===== src/rtl/i2c_pkg.sv =====
// Shared types and constants for the I2C target responder.
package i2c_pkg;

  typedef enum logic [3:0] {
    IDLE,
    ADDR,
    ADDR_ACK,
    PTR,
    PTR_ACK,
    WDATA,
    WDATA_ACK,
    RDATA,
    RDATA_ACK,
    IGNORE
  } i2c_tgt_state_t;

  localparam logic I2C_RW_WRITE = 1'b0;
  localparam logic I2C_RW_READ  = 1'b1;

  // Index of the last bit of a byte in the 4-bit bit counter.
  localparam logic [3:0] I2C_LAST_BIT = 4'd7;

endpackage


===== src/rtl/i2c_sync_edge.sv =====
// Two-flop synchronizers for SCL/SDA plus a previous-value stage, producing
// SCL edge strobes and START/STOP conditions in the clk12M domain.
module i2c_sync_edge (
  input  logic clk12M,
  input  logic rst,
  input  logic scl_in,
  input  logic sda_in,
  output logic scl_rise,
  output logic scl_fall,
  output logic start_det,
  output logic stop_det,
  output logic sda_s
);

  logic [1:0] scl_sync_q;
  logic [1:0] sda_sync_q;
  logic       scl_q;
  logic       sda_q;
  logic       scl_s;

  // Reset to the idle-high bus level so leaving reset never fakes an edge.
  // NOTE: sequential state uses <= so every flop samples pre-edge values.
  always_ff @(posedge clk12M) begin
    if (rst) begin
      scl_sync_q <= 2'b11;
      sda_sync_q <= 2'b11;
      scl_q      <= 1'b1;
      sda_q      <= 1'b1;
    end else begin
      scl_sync_q <= {scl_sync_q[0], scl_in};
      sda_sync_q <= {sda_sync_q[0], sda_in};
      scl_q      <= scl_sync_q[1];
      sda_q      <= sda_sync_q[1];
    end
  end

  assign scl_s     = scl_sync_q[1];
  assign sda_s     = sda_sync_q[1];
  assign scl_rise  = scl_s & ~scl_q;
  assign scl_fall  = ~scl_s & scl_q;
  assign start_det = scl_s & scl_q & sda_q & ~sda_s;
  assign stop_det  = scl_s & scl_q & ~sda_q & sda_s;

endmodule


===== src/rtl/i2c_target_resp.sv =====
// I2C target: address match, 8-bit register pointer, write strobes and
// register reads served over open-drain SDA.
module i2c_target_resp
  import i2c_pkg::*;
#(
  parameter logic [6:0] DEV_ADDR = 7'h1D
) (
  input  logic       clk12M,
  input  logic       rst,
  input  logic       scl_in,
  input  logic       sda_in,
  output logic       sda_oe,
  output logic [7:0] reg_addr,
  output logic [7:0] reg_wdata,
  output logic       reg_we,
  input  logic [7:0] reg_rdata,
  output logic       busy
);

  logic scl_rise, scl_fall, start_det, stop_det, sda_s;

  i2c_sync_edge u_sync (
    .clk12M    (clk12M),
    .rst       (rst),
    .scl_in    (scl_in),
    .sda_in    (sda_in),
    .scl_rise  (scl_rise),
    .scl_fall  (scl_fall),
    .start_det (start_det),
    .stop_det  (stop_det),
    .sda_s     (sda_s)
  );

  i2c_tgt_state_t state_q, state_d;
  logic [3:0] bit_cnt_q, bit_cnt_d;
  logic [7:0] shift_q, shift_d;
  logic [7:0] reg_addr_q, reg_addr_d;
  logic [7:0] reg_wdata_q, reg_wdata_d;
  logic       rw_q, rw_d;
  logic       ack_q, ack_d;      // ACK slot: first fall seen / master ACKed
  logic       busy_q, busy_d;
  logic       sda_oe_q, sda_oe_d;
  logic       reg_we_q, reg_we_d;
  logic       inc_pend_q, inc_pend_d;
  logic [7:0] rx_byte;

  assign rx_byte = {shift_q[6:0], sda_s};

  // NOTE: every variable gets a default before the case so no latch is inferred.
  always_comb begin
    state_d     = state_q;
    bit_cnt_d   = bit_cnt_q;
    shift_d     = shift_q;
    reg_addr_d  = reg_addr_q;
    reg_wdata_d = reg_wdata_q;
    rw_d        = rw_q;
    ack_d       = ack_q;
    busy_d      = busy_q;
    sda_oe_d    = sda_oe_q;
    reg_we_d    = 1'b0;
    inc_pend_d  = 1'b0;

    // Post-write increment lands one cycle after the strobe.
    if (inc_pend_q) reg_addr_d = reg_addr_q + 8'd1;

    if (stop_det) begin
      state_d  = IDLE;
      sda_oe_d = 1'b0;
      busy_d   = 1'b0;
    end else if (start_det) begin
      state_d   = ADDR;
      bit_cnt_d = 4'd0;
      sda_oe_d  = 1'b0;
    end else begin
      case (state_q)
        IDLE: sda_oe_d = 1'b0;

        ADDR, PTR, WDATA: begin
          if (scl_rise) begin
            shift_d   = rx_byte;
            bit_cnt_d = bit_cnt_q + 4'd1;
            if (bit_cnt_q == I2C_LAST_BIT) begin
              bit_cnt_d = 4'd0;
              ack_d     = 1'b0;
              if (state_q == ADDR) begin
                if (rx_byte[7:1] == DEV_ADDR) begin
                  state_d = ADDR_ACK;
                  busy_d  = 1'b1;
                  rw_d    = rx_byte[0];
                end else begin
                  state_d = IGNORE;
                end
              end else if (state_q == PTR) begin
                reg_addr_d = rx_byte;
                state_d    = PTR_ACK;
              end else begin
                reg_wdata_d = rx_byte;
                reg_we_d    = 1'b1;
                inc_pend_d  = 1'b1;
                state_d     = WDATA_ACK;
              end
            end
          end
        end

        ADDR_ACK, PTR_ACK, WDATA_ACK: begin
          if (scl_fall) begin
            if (!ack_q) begin
              sda_oe_d = 1'b1;
              ack_d    = 1'b1;
            end else begin
              sda_oe_d  = 1'b0;
              bit_cnt_d = 4'd0;
              if (state_q == ADDR_ACK && rw_q == I2C_RW_READ) begin
                state_d  = RDATA;
                shift_d  = reg_rdata;
                sda_oe_d = ~reg_rdata[7];
              end else if (state_q == ADDR_ACK) begin
                state_d = PTR;
              end else begin
                state_d = WDATA;
              end
            end
          end
        end

        RDATA: begin
          if (scl_fall) begin
            if (bit_cnt_q == I2C_LAST_BIT) begin
              sda_oe_d  = 1'b0;
              bit_cnt_d = 4'd0;
              ack_d     = 1'b0;
              state_d   = RDATA_ACK;
            end else begin
              sda_oe_d  = ~shift_q[6];
              shift_d   = {shift_q[6:0], 1'b0};
              bit_cnt_d = bit_cnt_q + 4'd1;
            end
          end
        end

        RDATA_ACK: begin
          if (scl_rise) begin
            reg_addr_d = reg_addr_q + 8'd1;
            if (sda_s) state_d = IGNORE;
            else       ack_d   = 1'b1;
          end else if (scl_fall && ack_q) begin
            shift_d   = reg_rdata;
            sda_oe_d  = ~reg_rdata[7];
            bit_cnt_d = 4'd0;
            state_d   = RDATA;
          end
        end

        IGNORE:  sda_oe_d = 1'b0;
        default: state_d  = IDLE;
      endcase
    end
  end

  always_ff @(posedge clk12M) begin
    if (rst) begin
      state_q     <= IDLE;
      bit_cnt_q   <= 4'd0;
      shift_q     <= 8'h00;
      reg_addr_q  <= 8'h00;
      reg_wdata_q <= 8'h00;
      rw_q        <= I2C_RW_WRITE;
      ack_q       <= 1'b0;
      busy_q      <= 1'b0;
      sda_oe_q    <= 1'b0;
      reg_we_q    <= 1'b0;
      inc_pend_q  <= 1'b0;
    end else begin
      state_q     <= state_d;
      bit_cnt_q   <= bit_cnt_d;
      shift_q     <= shift_d;
      reg_addr_q  <= reg_addr_d;
      reg_wdata_q <= reg_wdata_d;
      rw_q        <= rw_d;
      ack_q       <= ack_d;
      busy_q      <= busy_d;
      sda_oe_q    <= sda_oe_d;
      reg_we_q    <= reg_we_d;
      inc_pend_q  <= inc_pend_d;
    end
  end

  assign sda_oe    = sda_oe_q;
  assign reg_addr  = reg_addr_q;
  assign reg_wdata = reg_wdata_q;
  assign reg_we    = reg_we_q;
  assign busy      = busy_q;

endmodule


===== config.mk =====
export PLATFORM = sky130hd
export DESIGN_NAME = i2c_target_resp
export DESIGN_NICKNAME = d
export VERILOG_FILES = /design/src/rtl/i2c_pkg.sv /design/src/rtl/i2c_sync_edge.sv /design/src/rtl/i2c_target_resp.sv
export SDC_FILE = /design/constraint.sdc
export NUM_CORES = 1
export LEC_CHECK = 0
export ABC_AREA = 1
export BUFFER_PORTS_ARGS = -buffer_cell sky130_fd_sc_hd__buf_2
export CORE_ASPECT_RATIO = 1.1
export CORE_MARGIN = 3
export CORE_UTILIZATION = 58
export DETAILED_ROUTE_END_ITERATION = 10
export GPL_TIMING_DRIVEN = 0
export PLACE_DENSITY = 0.88
export SYNTH_ARGS = -nofsm -noshare
export SYNTH_HDL_FRONTEND = slang
export SYNTH_HIERARCHICAL = 1
export SYNTH_SLANG_ARGS = --single-unit

===== constraint.sdc =====
create_clock -name clk12M -period 2.54 [get_ports clk12M]
set_input_delay 0.127 -clock clk12M [delete_from_list [all_inputs] [get_ports clk12M]]
set_output_delay 0.127 -clock clk12M [all_outputs]
set_load 0.01 [all_outputs]

# ---- Yosys cells after proc, flatten, opt, wreduce, memory -nomap -nowiden
# Cells that the tools add are included.
dict set report word_totals {
  regBits 42
  input_bits 12
  output_inout_bits 19
  wordCells 154
}
dict set report op_classes {
  n_addsub 2
  eq_ne 36
  n_mux 59
  bitwise_logic 21
  reduce_logical 21
}
# op n
set ops {}
lappend ops {{4-bit 2-to-1 mux} 19}
lappend ops {{8-bit 2-to-1 mux} 8}
lappend ops {{7-bit 2-to-1 mux} 8}
lappend ops {{7-bit case mux with 4 select lines} 1}
lappend ops {{3-bit != test, second input constant} 9}
lappend ops {{2-bit != test, second input constant} 12}
lappend ops {{4-bit by 3-bit == test with 1-bit output, second input constant} 5}
lappend ops {{4-bit case mux with 5 select lines} 1}
lappend ops {{9-bit AND reduction} 2}
lappend ops {{4-bit case mux with 4 select lines} 1}
lappend ops {{8-bit case mux with 2 select lines} 1}
lappend ops {{8-bit AND reduction} 2}
lappend ops {{1-bit 2-to-1 mux} 15}
lappend ops {{1-bit inverter} 14}
lappend ops {{7-bit AND reduction} 2}
lappend ops {{11-bit AND reduction} 1}
lappend ops {{3-bit OR reduction} 3}
lappend ops {{8-bit by 1-bit adder with 8-bit output, second input constant} 1}
lappend ops {{4-bit by 2-bit == test with 1-bit output, second input constant} 2}
lappend ops {{4-bit == test, second input constant} 2}
lappend ops {{1-bit case mux with 4 select lines} 2}
lappend ops {{4-bit nonzero test} 2}
lappend ops {{1-bit AND} 7}
lappend ops {{7-bit by 5-bit == test with 1-bit output, second input constant} 1}
lappend ops {{15 further kinds} 18}

# ---- Depth between registers and ports, before layout
# Gate-level depths: netlist (run 1).
dict set report logic_depth {
  depth_word 9
  depth_mapped 12
  ltp_nobuf 11
}

# ---- By module
# Netlist (run 1), hierarchy kept.
# mod n_inst cells_per_inst area_per_inst_um2 seq_area_each_um2
set by_module_without_submodules {}
lappend by_module_without_submodules {i2c_target_resp 1 433 2491.1 720.7}
lappend by_module_without_submodules {i2c_sync_edge 1 24 197.7 120.1}

# ---- Worst setup path after synthesis (run 1)
# No wires, ideal clock.
dict set report synth_timing {
  path_kind {register to register}
  from {reg bit_cnt_q[0]}
  to {reg reg_addr_q[0], in the netlist reg_addr[0]}
  setup_time_ps 128
  arrival_ps 1416
  required_ps 2412
  path_slack_ps 996
  stages_incl_launch_ff 11
  path_buffers 0
  period_less_slack_ps 1544
  cell_sequence {dfxtp_1 ha_1 nand2_1 nor2_1 nand3_1 nand2_1 nand2_1 nand2_1 nand2_1 nand2_1 a21oi_1}
}
dict set report synth_between {
  elab_chain_len 6
}
# element line_no
set synth_lines {}
lappend synth_lines {{start, declared} i2c_target_resp.sv:35} ;# logic [3:0] bit_cnt_q, bit_cnt_d;
lappend synth_lines {{start signal, assigned} i2c_target_resp.sv:176} ;# bit_cnt_q <= bit_cnt_d;
lappend synth_lines {{4-bit by 3-bit == test with 1-bit output} i2c_target_resp.sv:82} ;# if (bit_cnt_q == I2C_LAST_BIT) begin
lappend synth_lines {{8-bit 2-to-1 mux} i2c_target_resp.sv:82}
lappend synth_lines {{8-bit 2-to-1 mux} i2c_target_resp.sv:79} ;# if (scl_rise) begin
lappend synth_lines {{8-bit case mux with 2 select lines} i2c_target_resp.sv:75} ;# case (state_q)
lappend synth_lines {{8-bit 2-to-1 mux} i2c_target_resp.sv:70} ;# end else if (start_det) begin
lappend synth_lines {{8-bit 2-to-1 mux} i2c_target_resp.sv:66} ;# if (stop_det) begin
lappend synth_lines {{end signal, assigned} i2c_target_resp.sv:178} ;# reg_addr_q <= reg_addr_d;
lappend synth_lines {{end, declared} i2c_target_resp.sv:37} ;# logic [7:0] reg_addr_q, reg_addr_d;
# Every way passes these cells.
# A chain may end at the register's enable or synchronous reset.

# ---- Worst setup path in the final report (run 1)
dict set report layout_timing {
  from {reg u_sync.scl_sync_q[1]}
  to {reg shift_q[3]}
}
dict set report layout_between {
  elab_cells_between_ends 17
  cone_classes {eq/ne: 5; bitwise: 10; reduce/logical: 2}
}
# element line_no
set layout_rtl {}
lappend layout_rtl {{start, declared} i2c_sync_edge.sv:15} ;# logic [1:0] scl_sync_q;
lappend layout_rtl {{start signal, assigned} i2c_sync_edge.sv:30} ;# scl_sync_q <= {scl_sync_q[0], scl_in};
lappend layout_rtl {{1-bit AND *} i2c_sync_edge.sv:39} ;# assign scl_rise = scl_s & ~scl_q;
lappend layout_rtl {{named net scl_rise} i2c_target_resp.sv:20} ;# logic scl_rise, scl_fall, start_det, stop_det, sda_s;
lappend layout_rtl {{2-bit != test (no source line)} n/a}
lappend layout_rtl {{11-bit AND reduction (no source line) *} n/a}
lappend layout_rtl {{end signal, assigned} i2c_target_resp.sv:177} ;# shift_q <= shift_d;
lappend layout_rtl {{end, declared} i2c_target_resp.sv:36} ;# logic [7:0] shift_q, shift_d;
# The timed path passes the listed nets; every way through them passes the cells marked *.

==> results of run 1 <==
[per-layer routing]
layer | wire length (um) | GRT usage (%)
met5 | 0 | 0
met1 | 3230 | 34.5
met4 | 104 | 8.65
met2 | 3390 | 46.7
met3 | 413 | 4.92
[layout by cell type, fill, tap and decap left out, types with 3 or more instances in the layout]
cell type,Yosys,final
a21oi_1,28,28
buf_2,3,33
buf_6,3,3
clkbuf_1,3,3
clkbuf_8,0,5
dfxtp_1,42,42
inv_1,51,51
nand2_1,142,142
nand3_1,36,36
nand4_1,3,3
nor2_1,76,76
nor2_2,4,4
nor3_1,6,6
o21ai_0,31,31
or2_1,4,4
xor2_1,4,4
[through the flow]
stage	area [um2]	power [mW]	worst slack, ps	utilization [%]	instances
global placement	2910	2.25	585	66.4	541
CTS	3030	2.85	600	69.3	550
finish	3030	2.86	558	69.3	550
detailed placement	2910	2.29	612	66.4	541
global route	3030	3.11	303	69.3	550
floorplan	2690	1.95	996	-	457
[layout make-up]
class                      count  area [um2]
inverter                      52         195
timing repair buffer          31         160
sequential                    42         841
clock buffer                   5        68.8
tap                           54        67.6
clock inverter                 3        48.8
buffer                        10        67.6
multi-input combinational    353        1590
fill                         422        1350
[state kept, by name, indices dropped and copies added, names as in the netlist]
name / count
inc_pend_q: 1
u_sync/scl_q: 1
ack_q: 1
state_q: 4
bit_cnt_q: 4
u_sync/scl_sync_q: 2
u_sync/sda_q: 1
reg_addr: 8
u_sync/sda_sync_q: 2
reg_wdata: 8
shift_q: 7
sda_oe: 1
busy: 1
rw_q: 1
[power by group through the flow]
| stage | registers, mW | logic (mW) | clock network, mW |
|---|---|---|---|
| final | 0.868 | 1.43 | 0.568 |
| after global routing | 0.881 | 1.63 | 0.590 |
| after CTS | 0.865 | 1.41 | 0.570 |
| after detailed placement | 0.880 | 1.41 | 0 |
| after global placement | 0.873 | 1.38 | 0 |
| after floorplan | 0.865 | 1.09 | 0 |
[cell families (layout without fill, tap and decap cells)]
kind of cell	Yosys count	in the layout	share of synthesized area, %
buffers and inverters	62	101	9.77
AO/OA/AOI/OAI	66	66	12.9
flip-flops	42	42	31.3
XOR/XNOR	4	4	1.30
AND/OR/NAND/NOR	281	281	43.8
adder cells (fa/ha/maj)	2	2	0.931
[worst paths after layout]
kind	from	endpoint	slack (ps)	cells past startpoint
setup / recovery	u_sync/scl_sync_q[1]$_SDFF_PP1_	shift_q[3]$_SDFFE_PP0P_	560	10
setup reg to reg	u_sync/scl_sync_q[1]$_SDFF_PP1_	shift_q[3]$_SDFFE_PP0P_	560	10
hold / removal	sda_in	u_sync/sda_sync_q[0]$_SDFF_PP1_	3	2
hold reg to reg	u_sync/scl_sync_q[0]$_SDFF_PP1_	u_sync/scl_sync_q[1]$_SDFF_PP1_	420	1
==> flow_summary_export.csv, run 1 <==
group,metric,value,unit
floorplan,dieArea,5490,um2
pwr,p_int,1.55,mW
yosys,syn_area_per_cell,5.88,um2
setup_path,cpLargestDelayFamily,"simple AND/OR/NAND/NOR gates",
setup_path,worstPathArrival,2190,ps
route,drc,0,
grt,antenna_found_initial,0,
yosys,synthTopCellsByArea,"dfxtp_1 (31%), nand2_1 (20%), nor2_1 (11%), inv_1 (7.1%), nand3_1 (6.7%)",
setup_path,worstSetupEndpointType,"flip-flop",
layout,antenna_cells,0,
floorplan,pin_count,31,
place,dp_hpwl,5470,um
clock_tree,cts_hold_buf,1,
pwr,switching_share,45.9,%
pwr,pwr-share-seq,30.3,%
pwr,p_sw,1.31,mW
setup_path,max_stage_delay,380,ps
timing,setup_tns,0,ps
timing,relSlewSlack,65.6,%
floorplan,core-area,4380,um2
floorplan,start_util,61.4,%
timing,finalHoldViolCount,0,
timing,fmax,505,MHz
clock_tree,insertion_delay,320,ps
floorplan,die_h,77.4,um
layout,drive_gt1_share,11.5,%
yosys,synth_top_cell_area_share,31.3,%
clock_tree,root_buffer,"clkbuf_8",
clock_tree,h-tree-depth,2,
yosys,synth_top_area_cell,"dfxtp_1",
grt,grt_overflow_total,0,
clock_tree,cts.sinks,42,
yosys,ys_seq_elements,42,
grt,track_usage,27.3,%
timing,fin_skew,14.4,ps
route,wirelength,7140,um
grt,grt_max_degree,16,
timing,timing.final.crit_share,78.0,%
layout,syn_to_final_growth,12.8,%
pwr,powerDensity,943,nW/um2
route,drt-wirelength-per-cell,13.0,um
yosys,synth_ff_type,"dfxtp_1",
grt,grt_pass1_vias,2842,
timing,rsz0062_at_grt,"false",
clock_tree,cts_buffer_depth,2,
yosys,async_flop_share,0,%
place,port_buffers,30,
yosys,synth.distinct_cells,31,
route,antenna_left,0,
yosys,ys_warn_count,6,
yosys,syn_inst,457,
clock_tree,numCtsBuffers,5,
yosys,seq_area_frac_synth,31.3,%
floorplan,row_count,25,
yosys,synth_common_cells,"nand2_1 (142), nor2_1 (76), inv_1 (51)",
setup_path,worst-setup-path-type,"reg2reg",
setup_path,path_buf_inv,2,
route,drtPass1Iterations,5,
flow_run,cap_violations,0,
yosys,synth_edf_count,0,
pwr,p_comb_share,49.8,%
clock_tree,cts_resized,0,
timing,fin_crit,1980,ps
setup_path,worstPathCellList,"inv_1, nor2_1, nand3_1, nand2_1, nor2_1, nand2_1, nor2_2, buf_6, a21oi_1, nor2_1",
route,first_iter_violations,201,
clock_tree,cts_tree,"built",
hold_path,hold_class,"in2reg",
pwr,peakVddDrop,0.610,mV
grt,grt_pass1_wl,12300,um
layout,layout.nets,509,
yosys,synth_nets,471,
setup_path,crit_slowest_cell,"nor2_1",
route,vias,2933,
pwr,clkPwrFrac,19.9,%
setup_path,crit_fanout,10,
timing,tightest_slew,514,ps
timing,holdWs,3.02,ps
setup_path,cpMostUsedCell,"nor2_1",
route,via_per_inst,5.33,
clock_tree,post_cts_buffers,0,
clock_tree,clk_pin_slew,90,ps
setup_path,cp.required,2740,ps
yosys,syn_area,2690,um2
yosys,post-synth-top-count-cell,"nand2_1",
setup_path,start_kind,"flip-flop",
timing,setup_viol,0,
pwr,p_leak,1.58,nW
floorplan,fp.dieW,70.9,um
status,outcome,"completed",
place,gp_congestion,1.01,
timing,maxSlewViolCount,0,
No activity file was read; power rests on OpenSTA's default activity.
==> run 2: changes to the inputs <==
ABC_AREA = 0   (was 1)
CORE_UTILIZATION = 52   (was 58)
PLACE_DENSITY = 0.85   (was 0.88)
clock period = 1.72 ns   (was 2.54 ns; I/O delays follow)
==> run 2 against run 1 <==
The flow now finishes with violations (negative setup slack). Largest power group is now sequential cells. Sequential power up 13%. Cell count down 25%. Non-clock buffer count up 37.
==> flow_summary_export.csv, run 2 <==
group,metric,value,unit
status,outcome,"complete, but fails checks",
status,violations,"negative setup slack",
yosys,synth_adder_area_share,1.02,%
timing,fin_crit,2090,ps
yosys,async_flop_share,0,%
clock_tree,cts.sinks,42,
timing,holdWs,134,ps
yosys,seq_area_frac_synth,34.4,%
setup_path,crit_fanout,10,
layout,drive_gt1_share,40.6,%
clock_tree,root_buffer,"clkbuf_8",
floorplan,die_h,77.9,um
clock_tree,numCtsBuffers,5,
route,drc,0,
yosys,synth_edf_count,0,
setup_path,crit_slowest_cell,"nor3_1",
clock_tree,h-tree-depth,2,
setup_path,max_stage_delay,450,ps
yosys,ys_warn_count,6,
layout,syn_to_final_growth,40.1,%
grt,grt_pass1_wl,11300,um
yosys,syn_inst,289,
hold_path,hold_class,"in2reg",
timing,tightest_slew,541,ps
clock_tree,cts_buffer_depth,2,
layout,final_cell_mix,"dfxtp_1 (34), buf_2 (32), nor2_1 (23), buf_4 (22), mux2i_1 (19)",
place,gp_congestion,0.964,
setup_path,worstSetupEndpointType,"flip-flop",
route,drt-wirelength-per-cell,20.4,um
yosys,synth_ff_type,"dfxtp_1",
yosys,synthTopCellsByArea,"dfxtp_1 (34%), mux2i_1 (8.6%), a21oi_1 (3.9%), nor2_1 (3.8%), o21ai_0 (3.7%)",
pwr,p_leak,1.23,nW
layout,antenna_cells,0,
grt,grt_pass1_vias,2362,
route,drtPass1Iterations,5,
yosys,synthSimpleGateAreaFrac,23.9,%
place,port_buffers,30,
floorplan,row_count,25,
route,via_per_inst,6.69,
yosys,synth_common_cells,"dfxtp_1 (42), nor2_1 (25), mux2i_1 (21)",
yosys,syn_area_per_cell,8.46,um2
timing,layout_setup_ws,-372,ps
grt,grt_overflow_total,0,
yosys,synth_top_area_cell,"dfxtp_1",
setup_path,start_kind,"flip-flop",
place,dp_cells,373,
pwr,peakVddDrop,0.858,mV
clock_tree,insertion_delay,310,ps
clock_tree,clk_pin_slew,100,ps
setup_path,cp.required,1910,ps
grt,grt_max_degree,15,
timing,setup_viol,33,
timing,relSlewSlack,63.6,%
yosys,ys_seq_elements,42,
setup_path,worst-setup-path-type,"reg2reg",
route,first_iter_violations,423,
yosys,synth_top_family_by_area,"simple AND/OR/NAND/NOR gates",
floorplan,start_util,55.5,%
setup_path,worstPathArrival,2280,ps
yosys,syn_area,2450,um2
yosys,synth_compound_area_share,22.9,%
yosys,synth.distinct_cells,55,
timing,finalHoldViolCount,0,
timing,rsz0062_at_grt,"true",
place,post-place-ws,-594,ps
route,antenna_left,0,
floorplan,core-area,4410,um2
yosys,post-synth-top-count-cell,"dfxtp_1",
floorplan,fp.dieW,71.4,um
layout,final_common_cell,"dfxtp_1",
timing,fmax,478,MHz
yosys,synth_nets,303,
flow_run,cap_violations,0,
setup_path,worstPathCellList,"clkbuf_4, or2_2, nor3_1, a2111oi_1, a2111oi_0",
floorplan,dieArea,5560,um2
layout,layout.nets,373,
yosys,synth_top_cell_area_share,34.4,%
floorplan,pin_count,31,
yosys,synthXorXnorAreaFrac,5.01,%
grt,track_usage,25.5,%
timing,fin_skew,15.9,ps
yosys,muxShareOfSynthArea,8.59,%
route,wirelength,8450,um
layout,fin_cells,414,
timing,maxSlewViolCount,0,
place,dp_hpwl,4510,um
grt,antenna_found_initial,0,
route,vias,2768,
pwr,powerDensity,566,nW/um2
clock_tree,cts_tree,"built",
timing,timing.final.crit_share,122,%
[run 2: cell count changes after synthesis, moves of 5 or more]
cell / delta
a22oi_1: +8
o22ai_1: +8
nor2b_1: +6
or3_1: +7
nand2_1: -126
mux2i_1: +21
a21oi_1: -9
inv_1: -44
clkbuf_1: +6
nand3_1: -28
or2_2: +5
o21ai_0: -13
xnor2_1: +7
nor2_1: -51
[run 2: layout make-up]
class,instances,area (um2)
clock buffers,6,93.8
multi-input cells,224,1800
flip-flops and latches,42,863
plain buffers,13,86.3
well taps,54,67.6
fillers,271,985
repair buffers,65,470
inverters,8,30.0
clock inverters,2,13.8
[run 2: routing by layer]
layer	global-route usage, %	vias to the layer above	part of all wire [%]
li1	-	1214	-
met1	32.9	1304	41
met2	40.4	208	46
met3	6.22	42	8.6
met4	10.3	0	4.3
met5	0	-	0
[run 2: worst paths after layout]
path | start | to | slack (ps) | depth (start not counted)
max | state_q[2]$_SDFFE_PP0P_ | state_q[0]$_SDFFE_PP0P_ | -370 | 5
min reg2reg | u_sync/scl_sync_q[0]$_SDFF_PP1_ | u_sync/scl_sync_q[1]$_SDFF_PP1_ | 410 | 1
max reg2reg | state_q[2]$_SDFFE_PP0P_ | state_q[0]$_SDFFE_PP0P_ | -370 | 5
min | rst | u_sync/scl_q$_SDFF_PP1_ | 130 | 2
[run 2: stage by stage]
| step | instance area (um2) | utilization, % | total power [mW] | setup TNS, ps |
|---|---|---|---|---|
| finish | 3430 | 77.7 | 1.94 | -5910 |
| global route | 3430 | 77.7 | 1.99 | -7760 |
| CTS | 3040 | 69.0 | 1.90 | -2560 |
| detailed placement | 2690 | 61.0 | 1.13 | -12340 |
| global placement | 2690 | 61.0 | 1.13 | -11900 |
| floorplan | 2470 | - | 1.09 | -1470 |
[run 2: kinds of logic after synthesis]
family          after synthesis
xor+xnor                     14
fa+ha+maj                     2
compound gates               82
simple gates                105
mux                          21
flops                        42
buf+inv                      23
[run 2: critical path, delay by kind of cell, from the launching register on]
kind	cells	cell delay, ps
compound gates	2	520
simple gates	2	850
flops	1	370
buf+inv	1	230
[run 2: where the power goes]
part           switching [mW]  total (mW)  leakage (nW)  internal [mW]
combinational           0.108       0.184         0.833         0.0763
clock                   0.394       0.772        0.0567          0.378
sequential            0.00870       0.985         0.342          0.976
[run 2: repair_timing]
action / CTS / global route
endpoints found under the hold margin: 2 / 0
endpoints found under the setup margin: 34 / 34
hold buffers: 2 / 0
buffers inserted: 13 / 19
pin swaps: 11 / 19
cloned: 0 / 1
resized for setup: 31 / 54
==> run 3: changes to the inputs <==
CORE_UTILIZATION = 55   (was 52)
clock period = 2.25 ns   (was 1.72 ns; I/O delays follow)
==> run 3 against run 2 <==
The flow now finishes without violations. Register-to-register slack gained 480 ps. Global-route usage is 1.0 points lower. Utilization decreased by 7.6 points. Clock power down 30%. Die area is 5.0% lower. First-iteration DRC count is 36% lower. Flip-flop and latch count is the same. Maximum frequency shrank 2.3%. Routed wire length shrank 24%. Sequential share of layout area up 4.0 points.
==> flow_summary_export.csv, run 3 (same netlist as run 2, synthesis figures left out) <==
group,metric,value,unit
grt,use_met1,31.9,%
route,via_per_inst,6.29,
pwr,powerDensity,484,nW/um2
route,drt-wirelength-per-cell,16.6,um
grt,grtUsageMet2,37.9,%
clock_tree,clk_pin_slew,90,ps
route,drc,0,
route,antenna_left,0,
grt,grt_use_met3,6.22,%
pwr,peakVddDrop,0.472,mV
place,gp_congestion,0.933,
layout,final_cell_mix,"dfxtp_1 (41), buf_2 (32), nor2_1 (25), mux2i_1 (21), a21oi_1 (19)",
setup_path,crit_slowest_cell,"dfxtp_1",
layout,final_common_cell,"dfxtp_1",
pwr,p_total,1.40,mW
setup_path,worstPathArrival,2380,ps
setup_path,worstPathCellList,"nor2b_4, mux2i_1, a221oi_4, o221ai_2, buf_6, or3_1, a21oi_1",
layout,drive_gt1_share,20.3,%
grt,track_usage,24.5,%
place,dp_hpwl,4530,um
setup_path,worstSetupEndpointType,"flip-flop",
grt,grt_pass1_vias,2261,
hold_path,worstHoldStart,"rst",
layout,antenna_cells,0,
floorplan,dieArea,5280,um2
setup_path,cp.required,2490,ps
floorplan,pin_count,31,
timing,setup_viol,0,
clock_tree,insertion_delay,310,ps
grt,grt_pass1_wl,10700,um
clock_tree,cts_buffer_depth,2,
place,placed_area,2660,um2
setup_path,crit_cells,7,
flow_run,cap_violations,0,
timing,fin_skew,5.74,ps
floorplan,die_h,75.9,um
setup_path,r2r_slack,110,ps
layout,fill_cells,317,
pwr,p_leak,1.03,nW
setup_path,cpLargestDelayFamily,"compound AO/OA/AOI/OAI gates",
layout,syn_to_final_growth,17.9,%
floorplan,core-area,4110,um2
grt,grt-busiest-layer,"met2",
layout,regArea,842,um2
setup_path,worst-setup-path-type,"reg2reg",
clock_tree,h-tree-depth,2,
clock_tree,numCtsBuffers,5,
route,first_iter_violations,269,
floorplan,start_util,59.5,%
grt,antenna_found_initial,0,
setup_path,max_stage_delay,410,ps
clock_tree,cts.sinks,42,
timing,tightest_slew,589,ps
floorplan,fp.dieW,69.6,um
route,wirelength,6430,um
timing,fin_crit,2140,ps
layout,layout.nets,348,
timing,timing.final.crit_share,95.2,%
clock_tree,cts_tree,"built",
floorplan,row_count,24,
setup_path,crit_fanout,10,
setup_path,rr_endpoint,"shift_q[4]$_SDFFE_PP0P_",
timing,maxSlewViolCount,0,
route,drtPass1Iterations,7,
timing,fmax,467,MHz
timing,finalHoldViolCount,0,
layout,multiInputGateArea,1540,um2
setup_path,reg2reg_from,"u_sync/scl_sync_q[1]$_SDFF_PP1_",
grt,grt_max_degree,14,
hold_path,min_to,"u_sync/scl_sync_q[1]$_SDFF_PP1_",
timing,relSlewSlack,60.6,%
hold_path,whs_path_depth,2,
status,outcome,"completed",
route,vias,2434,
setup_path,path_buf_inv,1,
grt,grt_overflow_total,0,
clock_tree,root_buffer,"clkbuf_8",
layout,stdcell_area,2880,um2
setup_path,start_kind,"flip-flop",
setup_path,r2r_cells,7,
hold_path,hold_class,"in2reg",
place,port_buffers,30,
==> run 3: changes by cell type in the layout (fill, tap and decap cells not counted), sizes merged <==
| cell | previous run | this run |
|---|---|---|
| buf | 68 | 42 |
| clkbuf | 14 | 16 |
| clkinv | 1 | 0 |
| clkinvlp | 0 | 1 |
| inv | 9 | 8 |
==> run 3: worst max-delay path by stage <==
stage                                                from                      end
after floorplan           u_sync/scl_sync_q[1]$_SDFF_PP1_  shift_q[5]$_SDFFE_PP0P_
after global placement    u_sync/scl_sync_q[1]$_SDFF_PP1_  shift_q[4]$_SDFFE_PP0P_
after detailed placement  u_sync/scl_sync_q[1]$_SDFF_PP1_  shift_q[4]$_SDFFE_PP0P_
after CTS                 u_sync/scl_sync_q[1]$_SDFF_PP1_  state_q[0]$_SDFFE_PP0P_
after global routing              state_q[3]$_SDFFE_PP0P_   reg_addr[7]$_SDFF_PP0_
final                     u_sync/scl_sync_q[1]$_SDFF_PP1_  shift_q[4]$_SDFFE_PP0P_
==> run 3: routing by layer <==
| metal | part of all wire [%] | routed length, um |
|---|---|---|
| met2 | 46 | 2980 |
| met5 | 0 | 0 |
| met4 | 2.8 | 183 |
| met1 | 43 | 2770 |
| met3 | 7.6 | 489 |
==> run 3: final cells by class <==
| class | instances | area share (%) |
|---|---|---|
| clock buffers | 7 | 2.99 |
| multi-input cells | 224 | 53.5 |
| repair buffers | 38 | 7.90 |
| clock inverters | 1 | 0.304 |
| well taps | 52 | 2.26 |
| flip-flops and latches | 42 | 29.2 |
| inverters | 8 | 1.17 |
| plain buffers | 15 | 2.65 |
==> run 3: worst reg2reg max path, cell delays in order (launching register included) <==
cell,delay [ps]
dfxtp_1,410
nor2b_4,250
mux2i_1,150
a221oi_4,380
o221ai_2,230
buf_6,190
or3_1,340
a21oi_1,140
==> run 3: where the power goes <==
| part | internal [mW] | leakage, nW | switching (mW) | total [mW] |
|---|---|---|---|---|
| registers | 0.750 | 0.339 | 0.00728 | 0.758 |
| logic | 0.0395 | 0.645 | 0.0627 | 0.102 |
| clock network | 0.254 | 0.0489 | 0.283 | 0.537 |
==> run 3: through the flow <==
step                      setup TNS [ps]  setup slack (ps)  hold slack (ps)  std cells  util, %
after floorplan                        0               199              210        289        -
after CTS                              0              26.5              152        382     68.5
after detailed placement           -2300              -190              298        371     64.7
final                                  0               109              162        387     70.1
after global placement             -1310              -171              295        371     64.7
after global routing               -57.1             -20.2              167        387     70.1
==> run 3: what timing repair did <==
action | in CTS | in global routing
endpoints found under the hold margin | 2 | 0
endpoints found under the setup margin | 29 | 25
hold buffers | 2 | 0
gates resized for setup | 4 | 9
setup buffers | 1 | 5
pin swaps | 1 | 1
